## src/rtl/multicycle_control_if.sv

```systemverilog
// Memory handshake bundle between the multi-cycle control unit and the shared
// instruction/data memory.
//
// Signals:
//   mem_req   - control -> memory: a request is valid this cycle
//   mrw       - control -> memory: 1 = read, 0 = write
//   mem_ready - memory -> control: the current request completes this cycle
//
// Modports:
//   master - the control unit (drives mem_req/mrw, samples mem_ready)
//   slave  - the memory side (samples mem_req/mrw, drives mem_ready)
interface multicycle_control_if;
  logic mem_req;
  logic mrw;
  logic mem_ready;

  modport master (
    output mem_req,
    output mrw,
    input  mem_ready
  );

  modport slave (
    input  mem_req,
    input  mrw,
    output mem_ready
  );
endinterface

```

## src/rtl/multicycle_control.sv

```systemverilog
// Multi-cycle control unit for an RV32I subset (R, I-ALU, LW, SW, BRANCH, LUI).
// Sequences FETCH -> DECODE -> EXEC -> [MEM] -> [WB] and drives the datapath
// control inputs from the state register, the held instruction and ALU flags.
// Unsupported encodings park the unit in TRAP until reset.
//
// Ports:
//   clk         - system clock, rising edge
//   reset       - synchronous, active-high reset
//   instr       - instruction register contents, stable from DECODE onward
//   status      - ALU flags: [0] Z, [1] N, [2] C (no borrow), [3] V, [4] ignored
//   mem         - memory handshake (mem_req, mrw, mem_ready), master side
//   pcsrc       - 0 = PC+4, 1 = branch target
//   pc_we       - PC write enable
//   ir_we       - instruction register write enable
//   alusrc      - 1 = ALU B from rs2, 0 = from immediate
//   aluop       - ALU operation select
//   wb          - writeback select: 0 = ALU result, 1 = memory data
//   regrw       - register file write enable
//   immgen_ctrl - 00 I, 01 S, 10 B, 11 U immediate format
//   illegal     - sticky unsupported-instruction flag
//   state       - FETCH=0, DECODE=1, EXEC=2, MEM=3, WB=4, TRAP=5
//   retired     - completed-instruction counter, wraps modulo 2^CNT_W
module multicycle_control #(
  parameter int unsigned CNT_W = 32
) (
  input  logic                 clk,
  input  logic                 reset,
  input  logic [31:0]          instr,
  input  logic [4:0]           status,
  multicycle_control_if.master mem,
  output logic                 pcsrc,
  output logic                 pc_we,
  output logic                 ir_we,
  output logic                 alusrc,
  output logic [3:0]           aluop,
  output logic                 wb,
  output logic                 regrw,
  output logic [1:0]           immgen_ctrl,
  output logic                 illegal,
  output logic [2:0]           state,
  output logic [CNT_W-1:0]     retired
);

  typedef enum logic [2:0] {
    StFetch  = 3'd0,
    StDecode = 3'd1,
    StExec   = 3'd2,
    StMem    = 3'd3,
    StWb     = 3'd4,
    StTrap   = 3'd5
  } state_e;

  localparam logic [6:0] OpR      = 7'b0110011;
  localparam logic [6:0] OpImm    = 7'b0010011;
  localparam logic [6:0] OpLoad   = 7'b0000011;
  localparam logic [6:0] OpStore  = 7'b0100011;
  localparam logic [6:0] OpBranch = 7'b1100011;
  localparam logic [6:0] OpLui    = 7'b0110111;

  localparam logic [3:0] AluAdd   = 4'b0000;
  localparam logic [3:0] AluSub   = 4'b0001;
  localparam logic [3:0] AluAnd   = 4'b0010;
  localparam logic [3:0] AluOr    = 4'b0011;
  localparam logic [3:0] AluXor   = 4'b0100;
  localparam logic [3:0] AluSll   = 4'b0101;
  localparam logic [3:0] AluSrl   = 4'b0110;
  localparam logic [3:0] AluSra   = 4'b0111;
  localparam logic [3:0] AluSlt   = 4'b1000;
  localparam logic [3:0] AluSltu  = 4'b1001;
  localparam logic [3:0] AluPassB = 4'b1010;

  localparam logic [1:0] ImmI = 2'b00;
  localparam logic [1:0] ImmS = 2'b01;
  localparam logic [1:0] ImmB = 2'b10;
  localparam logic [1:0] ImmU = 2'b11;

  state_e           state_q, state_d;
  logic [CNT_W-1:0] retired_q, retired_d;
  logic             illegal_q, illegal_d;

  // Instruction fields
  logic [6:0] opcode;
  logic [2:0] funct3;
  logic       funct7_5;

  assign opcode   = instr[6:0];
  assign funct3   = instr[14:12];
  assign funct7_5 = instr[30];

  // Register numbers, immediates and the reserved flag are datapath concerns.
  logic unused_bits;
  assign unused_bits = ^{instr[31], instr[29:15], instr[11:7], status[4]};

  logic is_r, is_imm, is_load, is_store, is_branch, is_lui;
  logic instr_legal;

  assign is_r      = (opcode == OpR);
  assign is_imm    = (opcode == OpImm);
  assign is_load   = (opcode == OpLoad);
  assign is_store  = (opcode == OpStore);
  assign is_branch = (opcode == OpBranch);
  assign is_lui    = (opcode == OpLui);

  // Only word accesses are supported; branch funct3 010/011 are unassigned.
  assign instr_legal = is_r | is_imm | is_lui |
                       ((is_load | is_store) & (funct3 == 3'b010)) |
                       (is_branch & (funct3[2:1] != 2'b01));

  // ALU op from funct3; alt selects SUB (funct3 000) or SRA (funct3 101).
  function automatic logic [3:0] alu_map(input logic [2:0] f3, input logic alt);
    logic [3:0] op;
    unique case (f3)
      3'b000:  op = alt ? AluSub : AluAdd;
      3'b001:  op = AluSll;
      3'b010:  op = AluSlt;
      3'b011:  op = AluSltu;
      3'b100:  op = AluXor;
      3'b101:  op = alt ? AluSra : AluSrl;
      3'b110:  op = AluOr;
      default: op = AluAnd;
    endcase
    return op;
  endfunction

  logic [3:0] r_aluop, i_aluop;

  assign r_aluop = alu_map(funct3, funct7_5);
  // For I-ALU, bit 30 is immediate data except on shift-right.
  assign i_aluop = alu_map(funct3, funct7_5 & (funct3 == 3'b101));

  // Branch condition from the SUB flags of rs1 - rs2.
  logic flag_z, flag_n, flag_c, flag_v;
  logic branch_taken;

  assign flag_z = status[0];
  assign flag_n = status[1];
  assign flag_c = status[2];
  assign flag_v = status[3];

  always_comb begin
    branch_taken = 1'b0;
    case (funct3)
      3'b000:  branch_taken = flag_z;
      3'b001:  branch_taken = ~flag_z;
      3'b100:  branch_taken = flag_n ^ flag_v;
      3'b101:  branch_taken = ~(flag_n ^ flag_v);
      3'b110:  branch_taken = ~flag_c;
      3'b111:  branch_taken = flag_c;
      default: branch_taken = 1'b0;
    endcase
  end

  logic [1:0] imm_sel;

  always_comb begin
    imm_sel = ImmI;
    case (opcode)
      OpStore:  imm_sel = ImmS;
      OpBranch: imm_sel = ImmB;
      OpLui:    imm_sel = ImmU;
      default:  imm_sel = ImmI;
    endcase
  end

  // Next state and outputs
  always_comb begin
    state_d     = state_q;
    retired_d   = retired_q;
    illegal_d   = illegal_q;

    mem.mem_req = 1'b0;
    mem.mrw     = 1'b1;
    pcsrc       = 1'b0;
    pc_we       = 1'b0;
    ir_we       = 1'b0;
    alusrc      = 1'b1;
    aluop       = AluAdd;
    wb          = 1'b0;
    regrw       = 1'b0;
    immgen_ctrl = ImmI;

    // While reset is high every output stays at its idle value.
    if (!reset) begin
      unique case (state_q)
        StFetch: begin
          mem.mem_req = 1'b1;
          if (mem.mem_ready) begin
            ir_we   = 1'b1;
            pc_we   = 1'b1;
            state_d = StDecode;
          end
        end

        StDecode: begin
          immgen_ctrl = imm_sel;
          if (instr_legal) begin
            state_d = StExec;
          end else begin
            state_d   = StTrap;
            illegal_d = 1'b1;
          end
        end

        StExec: begin
          if (is_r) begin
            alusrc  = 1'b1;
            aluop   = r_aluop;
            state_d = StWb;
          end else if (is_imm) begin
            alusrc  = 1'b0;
            aluop   = i_aluop;
            state_d = StWb;
          end else if (is_lui) begin
            alusrc      = 1'b0;
            immgen_ctrl = ImmU;
            aluop       = AluPassB;
            state_d     = StWb;
          end else if (is_load || is_store) begin
            alusrc      = 1'b0;
            immgen_ctrl = is_store ? ImmS : ImmI;
            aluop       = AluAdd;
            state_d     = StMem;
          end else if (is_branch) begin
            alusrc      = 1'b1;
            aluop       = AluSub;
            immgen_ctrl = ImmB;
            pc_we       = branch_taken;
            pcsrc       = branch_taken;
            state_d     = StFetch;
            retired_d   = retired_q + CNT_W'(1);
          end else begin
            // Unreachable while instr is held; fail safe rather than guess.
            state_d   = StTrap;
            illegal_d = 1'b1;
          end
        end

        StMem: begin
          mem.mem_req = 1'b1;
          mem.mrw     = ~is_store;
          alusrc      = 1'b0;
          aluop       = AluAdd;
          immgen_ctrl = is_store ? ImmS : ImmI;
          if (mem.mem_ready) begin
            if (is_store) begin
              state_d   = StFetch;
              retired_d = retired_q + CNT_W'(1);
            end else begin
              state_d = StWb;
            end
          end
        end

        StWb: begin
          regrw     = 1'b1;
          wb        = is_load;
          state_d   = StFetch;
          retired_d = retired_q + CNT_W'(1);
        end

        StTrap: begin
          state_d = StTrap;
        end

        default: begin
          state_d = StFetch;
        end
      endcase
    end
  end

  always_ff @(posedge clk) begin
    if (reset) begin
      state_q   <= StFetch;
      retired_q <= '0;
      illegal_q <= 1'b0;
    end else begin
      state_q   <= state_d;
      retired_q <= retired_d;
      illegal_q <= illegal_d;
    end
  end

  assign state   = reset ? StFetch : state_q;
  assign retired = reset ? '0 : retired_q;
  assign illegal = reset ? 1'b0 : illegal_q;

endmodule
```

## src/flat_wrapper.sv

```systemverilog
// flat-port wrapper written by rule: the top's interface ports become plain ports
module multicycle_control_flat 
#(
  parameter int unsigned CNT_W = 32
)
  (clk, reset, instr, status, pcsrc, pc_we, ir_we, alusrc, aluop, wb, regrw, immgen_ctrl, illegal, state, retired, mem_mem_req, mem_mrw, mem_mem_ready);
  multicycle_control_if mem_i ();
  input  logic clk;
  input  logic reset;
  input  logic [31:0] instr;
  input  logic [4:0] status;
  output logic pcsrc;
  output logic pc_we;
  output logic ir_we;
  output logic alusrc;
  output logic [3:0] aluop;
  output logic wb;
  output logic regrw;
  output logic [1:0] immgen_ctrl;
  output logic illegal;
  output logic [2:0] state;
  output logic [CNT_W-1:0] retired;
  output wire logic [$bits(mem_i.mem_req)-1:0] mem_mem_req;
  output wire logic [$bits(mem_i.mrw)-1:0] mem_mrw;
  input wire logic [$bits(mem_i.mem_ready)-1:0] mem_mem_ready;
  assign mem_mem_req = mem_i.mem_req;
  assign mem_mrw = mem_i.mrw;
  assign mem_i.mem_ready = mem_mem_ready;
  multicycle_control #(.CNT_W(CNT_W)) u_core (.clk(clk), .reset(reset), .instr(instr), .status(status), .mem(mem_i), .pcsrc(pcsrc), .pc_we(pc_we), .ir_we(ir_we), .alusrc(alusrc), .aluop(aluop), .wb(wb), .regrw(regrw), .immgen_ctrl(immgen_ctrl), .illegal(illegal), .state(state), .retired(retired));
endmodule
```

## config.mk

```make
export PLATFORM = sky130hd
export DESIGN_NAME = multicycle_control_flat
export DESIGN_NICKNAME = d
export VERILOG_FILES = /design/src/rtl/multicycle_control_if.sv /design/src/rtl/multicycle_control.sv /design/src/flat_wrapper.sv
export SDC_FILE = /design/constraint.sdc
export NUM_CORES = 1
export LEC_CHECK = 0
export CORE_UTILIZATION = 49
export CTS_CLUSTER_SIZE = 28
export DETAILED_ROUTE_END_ITERATION = 8
export GPL_ROUTABILITY_DRIVEN = 0
export PLACE_DENSITY = 0.86
export SLEW_MARGIN = 30
export SYNTH_ARGS = -nofsm -noshare
export SYNTH_HDL_FRONTEND = slang
export SYNTH_SLANG_ARGS = --single-unit
```

## constraint.sdc

```tcl
create_clock -name clk -period 6.87 [get_ports clk]
set_clock_uncertainty 0.05 [all_clocks]
set_input_delay 1.374 -clock clk [delete_from_list [all_inputs] [get_ports clk]]
set_output_delay 1.374 -clock clk [all_outputs]
set_load 0.1 [all_outputs]
```

Yosys cells after proc, flatten, opt, wreduce, memory -nomap -nowiden
Index checks and enable logic that the tools add are counted.
{ "word_totals": {"word_cells": 132, "ram_bits": 0, "output_inout_bits": 50, "memories": 0, "in_bits": 40, "mem_bits_ro": 0, "register_bits": 36, "latch_bits": 0} }
{ "op_classes": {"eq_ne": 29, "reduce_logical": 9, "mux": 77, "n_shift": 0, "bitwise": 13, "magnitude_cmp": 0, "mul": 0, "add_sub_neg": 1, "n_div": 0} }
{ "ops": {"columns": ["op", "n"], "rows": [
  ["32-bit two-way mux", 8],
  ["32-bit case mux with 3 select lines", 1],
  ["4-bit case mux with 7 select lines", 2],
  ["1-bit two-way mux", 37],
  ["32-bit by 1-bit adder with 32-bit output (second input constant)", 1],
  ["3-bit two-way mux", 10],
  ["4-bit two-way mux", 6],
  ["7-bit by 6-bit == test with 1-bit output (second input constant)", 3],
  ["3-bit == test (second input constant)", 6],
  ["2-bit inequality test (second input constant)", 8],
  ["3-bit case mux with 5 select lines", 1],
  ["3-bit by 2-bit == test with 1-bit output (second input constant)", 4],
  ["2-bit two-way mux", 6],
  ["2-bit case mux with 3 select lines", 2],
  ["8-bit AND reduction", 1],
  ["7-bit by 2-bit == test with 1-bit output (second input constant)", 1],
  ["7-bit by 5-bit == test with 1-bit output (second input constant)", 1],
  ["7-bit == test (second input constant)", 1],
  ["7-bit AND reduction", 1],
  ["3-bit by 1-bit == test with 1-bit output (second input constant)", 2],
  ["3-bit logical NOT", 2],
  ["2-bit by 1-bit inequality test with 1-bit output (second input constant)", 3],
  ["1-bit case mux with 2 select lines", 3],
  ["1-bit case mux with 6 select lines", 1],
  ["other kinds (9)", 18]
]} }

Logic depth before layout (Yosys ltp)
Gate-level depths: netlist (run 1).
{ "depth": {"word_depth": 10, "mapped_depth": 7, "ltp_nobuf": 6} }

Worst setup path after synthesis (run 1)
Ideal clock, no wire load.
{ "synth_timing": {"path_kind": "input to output", "startpoint": "input port instr[2]", "endpoint": "output port immgen_ctrl[0]", "arrival_time_ps": 6625, "slack_ps": -1179, "required_time_ps": 5446, "stages": 4, "path_cell_list": "clkbuf_1 -> nand2b_1 -> o21ai_0 -> a2111oi_0"} }
{ "synth_between": {"elab_chain_cells": 8, "word_cells_on_any_way": 15, "classes_between": "eq/ne: 6; mux: 8; reduce/logical: 1"} }
{ "synth_rtl": {"columns": ["element", "line_no", "text"], "rows": [
  ["from (decl)", "flat_wrapper.sv:10", "input logic [31:0] instr;"],
  ["7-bit by 6-bit == test with 1-bit output / 7-bit by 2-bit == test with 1-bit output (equally long branches)", "multicycle_control.sv:100, multicycle_control.sv:157, multicycle_control.sv:99", null],
  ["1-bit two-way mux / 1-bit logical OR (equally long branches)", "multicycle_control.sv:220, multicycle_control.sv:243, multicycle_control.sv:218", null],
  ["2-bit two-way mux", "multicycle_control.sv:218", "end else if (is_load || is_store) begin"],
  ["2-bit two-way mux", "multicycle_control.sv:213", "end else if (is_lui) begin"],
  ["2-bit two-way mux", "multicycle_control.sv:209", "end else if (is_imm) begin"],
  ["2-bit two-way mux", "multicycle_control.sv:205", "if (is_r) begin"],
  ["2-bit case mux with 3 select lines (*)", "multicycle_control.sv:184", "unique case (state_q)"],
  ["2-bit two-way mux (*)", "multicycle_control.sv:183", "if (!reset) begin"],
  ["to (decl)", "flat_wrapper.sv:19", "output logic [1:0] immgen_ctrl;"]
]} }
Every way passes the cells marked *; elsewhere a longest branch is shown, timed or not.

Worst setup path in the final report (run 1)
{ "layout_timing": {"startpoint": "input port instr[6]", "endpoint": "output port aluop[3]"} }
{ "layout_between": {"elab_chain_cells": 6, "word_cells_on_any_way": 8, "classes_between": "eq/ne: 3; mux: 5"} }
{ "layout_rtl": {"columns": ["element", "line_no", "text"], "rows": [
  ["7-bit by 6-bit == test with 1-bit output", "multicycle_control.sv:102", "assign is_lui = (opcode == OpLui);"],
  ["4-bit two-way mux", "multicycle_control.sv:213", null],
  ["4-bit two-way mux", "multicycle_control.sv:209", null],
  ["4-bit two-way mux (*)", "multicycle_control.sv:205", null],
  ["4-bit two-way mux (*)", "multicycle_control.sv:184", null],
  ["4-bit two-way mux (*)", "multicycle_control.sv:183", null],
  ["to (decl)", "flat_wrapper.sv:16", "output logic [3:0] aluop;"]
]} }
Marks and branches as above.

==> impl_metrics.tcl, run 1 <==
set metrics [dict create \
    utilization 0.658 \
    cts_buffer_depth 2 \
    syn_inst 336 \
    synthesis.nets 377 \
    clk_pin_slew_ps 70 \
    grt_use_total 0.239 \
    synth_area_mm2 0.00259 \
    root_buffer "clkbuf_8" \
    synth_cell_types 49 \
    syn2layout_area_growth_pct 29.6 \
    viasPerCell 5.92 \
    ys.flop_type "dfxtp_1" \
    hp-class "reg2reg" \
    fillers 449 \
    cts-hold-fix-buffers 0 \
    io-pin-count 90 \
    crit_arrival_ps 4120 \
    yosys_warnings 0 \
    status "complete, no violations" \
    crit_type "in2out" \
    grt.met2_usage 0.424 \
    period_share 0.807 \
    synth_edf_count 0 \
    synth_top_area_share 0.278 \
    cp-end-kind "primary output" \
    diodes 0 \
    crit_path_max_fanout 7 \
    port_buffers 67 \
    clk_latency_ps 290 \
    cts_setup_buffers 0 \
    initial_core_util 0.508 \
    p_per_area_mw_per_mm2 138 \
    min_to "u_core.retired_q[15]$_SDFFE_PP0P_" \
    nets 430 \
    drcViolationCount 0 \
    crit_family "buffers and inverters" \
    finalCriticalPeriod_ps 5540 \
    hold_depth 2 \
    grt_pass1_vias 2410 \
    rsz0062_at_grt "false" \
    final.setup.tns_ps 0 \
    grt.busiest_layer "met2" \
    dieHeight_um 74.7 \
    drv_cap 0 \
    grt_max_degree 47 \
    setup_viol 0 \
    start_kind "input pin" \
    fmax_ghz 0.180 \
    cp_slowest_cell "clkdlybuf4s50_1" \
    regArea_um2 721 \
    overflow 0 \
    wl_um 6590 \
    ys_seq_area_frac 0.278 \
    cp_data_required_time_ps 5450 \
    synthTopCellsByCount "47 x nor2_1, 38 x nor2b_1, 36 x dfxtp_1" \
    ir_drop_mv 0.0874 \
    grt_util_met1 0.291 \
    ys_ff_latch 36 \
    reg2reg_slack_ps 4680 \
    core_mm2 0.00511 \
    vias 2725 \
    rr_worst_depth 6 \
    clock-sinks 36 \
    cts_buffers 5 \
    drt_iter0_drc 189 \
    max_stage_delay_ps 1180 \
    cts_tree "done" \
    grt_util_met3 0.0442 \
    wire_per_inst_um 14.3 \
    cts_resized 0 \
    crit_chain "clkdlybuf4s50_1 > nand4bb_4 > a21oi_1 > nand2_1 > a211oi_1 > clkdlybuf4s50_1" \
    multiInputGateArea_mm2 0.00176 \
    cp.buffers_inverters 2 \
    slew_headroom 0.337 \
    crit_path_frequent_cell "clkdlybuf4s50_1" \
    htree_levels 2 \
    dpl.hpwl_um 4750 \
    maxSlewViolCount 0 \
    leakagePower_nw 1.16 \
    avgSynthCellArea_um2 7.72 \
    worstMarginPinSlew_ps 992 \
    timing.rr.end "u_core.retired_q[25]$_SDFFE_PP0P_" \
    drive_gt1_frac 0.0897 \
    antenna_left 0 \
    async_flop_share 0 \
    grt_pass1_wl_um 10600 \
    fp.dieW_um 74.7 \
    antenna_found_initial 0 \
    hp-start "u_core.retired_q[15]$_SDFFE_PP0P_" \
    synth.largest_area_cell "dfxtp_1" \
    final_area_mm2 0.00336 \
    hold_viol 0 \
    num_rows 26 \
    dpl_cell_area_mm2 0.00327 \
    drtPass1Iterations 5 \
    die_area_mm2 0.00559 \
    synth.most_common_cell "nor2_1" \
    r2r_start "u_core.state_q[2]$_SDFFE_PP0P_" \
    synth_area_leaders "dfxtp_1 28%, nor2b_1 9.2%, mux2_2 7.8%" \
]
## power by group
| group | internal, W | switching (W) | leakage [nW] |
|---|---|---|---|
| Combinational | 0.0000309 | 0.0000606 | 0.828 |
| Clock | 0.0000818 | 0.0000744 | 0.0455 |
| Sequential | 0.000211 | 0.00000537 | 0.291 |
## cell usage in the layout, fill, tap and decap left out, types with 2 or more instances in the layout
cell              n
dfxtp_1          36
nand2b_1          4
or2_2             2
o21bai_1          2
clkbuf_8          6
and4_1            4
inv_1             4
clkbuf_1          2
o21ai_0           8
nand2_1          23
and2_1            4
nor3_1           17
a21oi_1          11
nor4_1           13
nor2_1           47
a22o_1            2
nand3_1          14
a211oi_1          3
nand4_1          10
clkdlybuf4s50_1  66
o31ai_1           2
or3_1             3
mux2_2           18
nand4b_1          2
nand3b_1          2
or4_1             2
mux2_1            9
mux2i_1           3
and3_1            7
nor4b_1           2
buf_4             3
xor2_1            3
o221ai_1          2
nor2b_1          38
## tightest hold or removal path: cells and delay by family (launching register included)
kind | cells | cell delay [ps]
flops | 1 | 330
compound gates | 2 | 120
## layout make-up
class	count	area share
Clock buffer	8	0.0268
Multi-Input combinational cell	272	0.523
Sequential cell	36	0.214
Inverter	4	0.00447
Timing Repair Buffer	70	0.205
Tap cell	70	0.0261
## kinds of logic (layout without fill, tap and decap cells)
family / Yosys count / count (layout) / share of synthesized area
adders and majority gates: 1 / 1 / 0.00483
xor gates and xnor gates: 4 / 4 / 0.0135
buffers and inverters: 28 / 82 / 0.0483
AOI/OAI and AO/OA: 40 / 40 / 0.108
muxes: 30 / 30 / 0.129
and+or+nand+nor: 197 / 197 / 0.419
DFF: 36 / 36 / 0.278
## flip-flops by register name, indices dropped and copies added (netlist names)
| name | count |
|---|---|
| u_core.state_q | 3 |
| u_core.illegal_q | 1 |
| u_core.retired_q | 32 |
## layer usage
metal / part of all wire / up-vias
met5: 0 / -
met3: 0.061 / 12
met4: 0.012 / 0
met1: 0.42 / 1291
met2: 0.51 / 107
li1: - / 1315
## worst max path at each step
stage,startpoint,cells past startpoint,slack (ps),to
after global placement,instr[6],6,1380,aluop[1]
after detailed placement,instr[6],6,1320,aluop[3]
after global routing,instr[6],6,1180,aluop[1]
after floorplan,instr[2],4,190,immgen_ctrl[0]
final,instr[6],6,1330,aluop[3]
after CTS,instr[6],6,1330,aluop[3]
## through the flow
step                std cells  total power (W)  worst slack (ps)  hold slack, ps
floorplan                 336         0.000285               188             400
global placement          452         0.000310              1380             424
detailed placement        452         0.000312              1320             432
CTS                       460         0.000465              1330             444
global route              460         0.000481              1180             475
finish                    460         0.000464              1330             445
Note: power is estimated with default switching activity, not from simulation.
==> run 2: changes to the inputs <==
Settings changed: CORE_UTILIZATION 49 to 41, PLACE_DENSITY 0.86 to 0.77.
Clock period 6.87 ns to 5.07 ns, I/O delays scaled along.
==> run 2 against run 1 <==
Die area up 19%. Clock power grew 37%. Clock-buffer cell count fell by 1. Flip-flop and latch count did not move. Hold slack improved by 4.6 ps. Wire length shrank 2.6%. Largest cell class unchanged. Critical path depth stayed put. Register-to-register slack got worse by 2000 ps. Power increased by 36%. Utilization fell by 10 points. Via count decreased by 3.6%. Highest routed layer unchanged. First-iteration DRC count rose by 20%.
==> impl_metrics.tcl, run 2 (synthesized netlist as in run 1, its figures left out) <==
set metrics [dict create \
    largest_reg_flops 32 \
    reg.largest.list "u_core.retired_q: 32 flops, u_core.state_q: 3 flops, u_core.illegal_q: 1 flops" \
    final.setup.tns_ps 0 \
    nets 431 \
    cts_setup_buffers 0 \
    diodes 0 \
    maxSlewViolCount 0 \
    rr_worst_depth 5 \
    die_area_mm2 0.00665 \
    hold_viol 0 \
    fp.dieW_um 81.5 \
    port_buffers 67 \
    drive_gt1_frac 0.179 \
    layout_commonest_cell "nor2_1" \
    start_kind "input pin" \
    cts_tree "done" \
    cts_buffers 5 \
    grt_use_total 0.202 \
    antenna_left 0 \
    core_mm2 0.00603 \
    grt_pass1_vias 2347 \
    grt_pass1_wl_um 10600 \
    wl_um 6420 \
    drt_iter0_drc 226 \
    syn2layout_area_growth_pct 29.3 \
    reg2reg_slack_ps 2670 \
    overflow 0 \
    final_cell_mix "46 x nor2_1, 39 x clkdlybuf4s50_1, 37 x nor2b_1" \
    cp_data_required_time_ps 4010 \
    htree_levels 2 \
    finalCriticalPeriod_ps 4030 \
    hp-class "reg2reg" \
    utilization 0.556 \
    clock-sinks 36 \
    fmax_ghz 0.248 \
    vias 2628 \
    root_buffer "clkbuf_8" \
    ir_drop_mv 0.165 \
    clk_latency_ps 290 \
    io-pin-count 90 \
    setup_viol 0 \
    status "complete, no violations" \
    p_per_area_mw_per_mm2 189 \
    period_share 0.796 \
    viasPerCell 5.64 \
    crit_type "in2out" \
    dp_worst_setup_slack_ps 1050 \
    initial_core_util 0.430 \
    worstMarginPinSlew_ps 977 \
    dieHeight_um 81.5 \
    cts-hold-fix-buffers 0 \
    clk_pin_slew_ps 70 \
    hp-start "u_core.retired_q[13]$_SDFFE_PP0P_" \
    fin_ws_ps 1040 \
    cp-end-kind "primary output" \
    min_to "u_core.retired_q[13]$_SDFFE_PP0P_" \
    drtPass1Iterations 4 \
    drv_cap 0 \
    top_register "u_core.retired_q" \
    cts_buffer_depth 2 \
    hold_depth 2 \
    r2r_start "u_core.state_q[0]$_SDFFE_PP0P_" \
    num_rows 28 \
    wire_per_inst_um 13.8 \
    antenna_found_initial 0 \
    crit_path_max_fanout 7 \
    rsz0062_at_grt "false" \
    grt_max_degree 70 \
    timing.rr.end "u_core.retired_q[14]$_SDFFE_PP0P_" \
    drcViolationCount 0 \
    dpl.hpwl_um 4710 \
    crit_arrival_ps 2970 \
    slew_headroom 0.347 \
    cts_resized 0 \
    leakagePower_nw 1.23 \
]
## run 2: changes by cell type in the layout (fill, tap and decap cells not counted), sizes merged
cell / delta
clkinvlp: +1
clkdlybuf4s50: -27
buf: +28
clkbuf: -1
## run 2: report_power, final
group	internal, W	switching (W)	total [W]
logic	0.0000430	0.0000822	0.000125
registers	0.000286	0.00000714	0.000293
clock network	0.000110	0.000103	0.000214
## run 2: critical path: stages
cell and delay, ps:
clkdlybuf4s50_1 480, nand4bb_4 310, a21oi_1 320, nand2_1 190
a211oi_1 300, buf_4 340
## run 2: per-stage QoR
step / cell area (µm²) / power, W / hold slack [ps] / std cells
3_3_place_gp: 3260 / 0.000423 / 426 / 458
2_1_floorplan: 2620 / 0.000388 / 400 / 336
3_5_place_dp: 3260 / 0.000425 / 434 / 458
4_1_cts: 3350 / 0.000637 / 449 / 466
6_report: 3350 / 0.000632 / 449 / 466
5_1_grt: 3350 / 0.000660 / 490 / 466
## run 2: layer usage
layer | track usage | part of all wire
met1 | 0.264 | 0.46
met2 | 0.337 | 0.48
met3 | 0.0333 | 0.047
met4 | 0.0661 | 0.014
met5 | 0 | 0
## run 2: final cells by class
type / instances / area (µm²)
clock buffer: 7 / 86.3
clock inverter: 1 / 7.51
fill: 567 / 2670
inverter: 4 / 15.0
multi-input combinational: 272 / 1790
sequential: 36 / 721
tap: 75 / 93.8
timing repair buffer: 71 / 641
## run 2: worst max path at each step
stage / from / end / slack, ps / cells past startpoint
2_1_floorplan: instr[6] / aluop[1] / 90 / 4
3_3_place_gp: instr[6] / aluop[3] / 1140 / 6
3_5_place_dp: instr[6] / aluop[3] / 1050 / 6
4_1_cts: instr[6] / aluop[3] / 1050 / 6
5_1_grt: instr[6] / aluop[3] / 920 / 6
6_report: instr[6] / aluop[3] / 1040 / 6
==> run 3: changes to the inputs <==
Clock period 5.07 ns to 3.3 ns, I/O delays scaled along.
==> run 3 against run 2 <==
Clock power up 79%. Worst setup slack worse by 840 ps. Die area unchanged. Hold slack better by 0.78 ps. Critical endpoint is now pc_we. Via count up 1.1%. Flip-flop and latch count unchanged. Power up 65%. Critical path type unchanged.
==> impl_metrics.tcl, run 3 (synthesized netlist as in run 1, its figures left out) <==
set metrics [dict create \
    drtPass1Iterations 4 \
    grt_use_total 0.206 \
    wire_per_inst_um 13.9 \
    core_mm2 0.00603 \
    cts_tree "done" \
    start_kind "input pin" \
    top_register "u_core.retired_q" \
    reg2reg_slack_ps 1090 \
    hold_viol 0 \
    pwr-share-clk 0.367 \
    cts_resized 0 \
    cts_buffers 5 \
    finalCriticalPeriod_ps 3100 \
    p_int_w 0.000742 \
    num_rows 28 \
    root_buffer "clkbuf_8" \
    crit_type "in2out" \
    drcViolationCount 0 \
    dieHeight_um 81.5 \
    layout_commonest_cell "buf_4" \
    port_buffers 67 \
    fmax_ghz 0.322 \
    status "complete, no violations" \
    grt_pass1_vias 2384 \
    vias 2658 \
    cts-hold-fix-buffers 0 \
    final_cell_mix "50 x buf_4, 45 x nor2_1, 36 x dfxtp_1" \
    setup_viol 0 \
    reg.largest.list "u_core.retired_q: 32 flops, u_core.state_q: 3 flops, u_core.illegal_q: 1 flops" \
    swShare 0.291 \
    viasPerCell 5.60 \
    power_frac_comb 0.202 \
    clk_latency_ps 290 \
    maxSlewViolCount 0 \
    r2r_start "u_core.state_q[2]$_SDFFE_PP0P_" \
    rr_worst_depth 6 \
    overflow 0 \
    die_area_mm2 0.00665 \
    period_share 0.941 \
    antenna_left 0 \
    grt_max_degree 41 \
    wl_um 6580 \
    leakagePower_nw 1.38 \
    clock-sinks 36 \
    htree_levels 2 \
    cp-end-kind "primary output" \
    final.setup.tns_ps 0 \
    cts_buffer_depth 2 \
    largest_reg_flops 32 \
    clk_pin_slew_ps 70 \
    fp.dieW_um 81.5 \
    io-pin-count 90 \
    min_to "u_core.retired_q[13]$_SDFFE_PP0P_" \
    crit_arrival_ps 2390 \
    power_frac_seq 0.432 \
    cts_setup_buffers 0 \
    rsz0062_at_grt "false" \
    fin_hold_ws_ps 450 \
    diodes 0 \
    dpl.hpwl_um 4930 \
    p_per_area_mw_per_mm2 290 \
    timing.rr.end "u_core.retired_q[25]$_SDFFE_PP0P_" \
    worstMarginPinSlew_ps 459 \
    hp-class "reg2reg" \
    power_switching_w 0.000304 \
    hold_depth 2 \
    drive_gt1_frac 0.285 \
    syn2layout_area_growth_pct 39.0 \
    cp_data_required_time_ps 2590 \
    ir_drop_mv 0.216 \
    initial_core_util 0.430 \
    drv_cap 0 \
    hp-start "u_core.retired_q[13]$_SDFFE_PP0P_" \
    drt_iter0_drc 204 \
    crit_path_max_fanout 4 \
    slew_headroom 0.694 \
    nets 440 \
    antenna_found_initial 0 \
    grt_pass1_wl_um 10900 \
]
-- run 3: worst max-delay path by stage --
stage                           endpoint  startpoint  slack (ps)  depth (start not counted)
after floorplan           immgen_ctrl[0]    instr[2]        -600                          4
after global placement             pc_we    instr[1]         190                          6
after detailed placement           pc_we    instr[1]         190                          6
after CTS                          pc_we    instr[1]         190                          6
after global routing               pc_we    instr[1]          70                          6
final                              pc_we    instr[1]         200                          6
-- run 3: power by group through the flow --
| stage | combinational (W) | clock, W | sequential [W] |
|---|---|---|---|
| final | 0.000211 | 0.000384 | 0.000452 |
| after global routing | 0.000226 | 0.000411 | 0.000453 |
| after CTS | 0.000212 | 0.000393 | 0.000451 |
| after detailed placement | 0.000211 | 0 | 0.000462 |
| after global placement | 0.000208 | 0 | 0.000461 |
| after floorplan | 0.000151 | 0 | 0.000453 |
-- run 3: worst max-delay path, stage by stage --
cell and delay [ps]:
clkdlybuf4s50_1 530, nand3b_1 190, nor4_4 430, nand3b_1 200, o21bai_2 190, buf_12 190
-- run 3: routing by layer --
layer,vias up,wire (µm),track usage
met3,7,261,0.0344
met5,-,0,0
met2,60,3280,0.351
met1,1250,2980,0.267
li1,1341,-,-
met4,0,63,0.0536
-- run 3: cell type report --
class | instances | area (µm²)
clock inverters | 2 | 35.0
repair buffers | 80 | 801
flip-flops and latches | 36 | 721
well taps | 75 | 93.8
fillers | 548 | 2420
clock buffers | 6 | 72.6
multi-input cells | 272 | 1870
inverters | 4 | 15.0
-- run 3: stage by stage --
stage               utilization  total power, W  std cells  worst slack [ps]  area [µm²]
floorplan                     -        0.000604        336              -600        2700
global placement          0.580        0.000669        467               194        3500
detailed placement        0.580        0.000673        467               187        3500
CTS                       0.598         0.00106        475               187        3600
global route              0.598         0.00109        475              72.7        3600
finish                    0.598         0.00105        475               196        3600
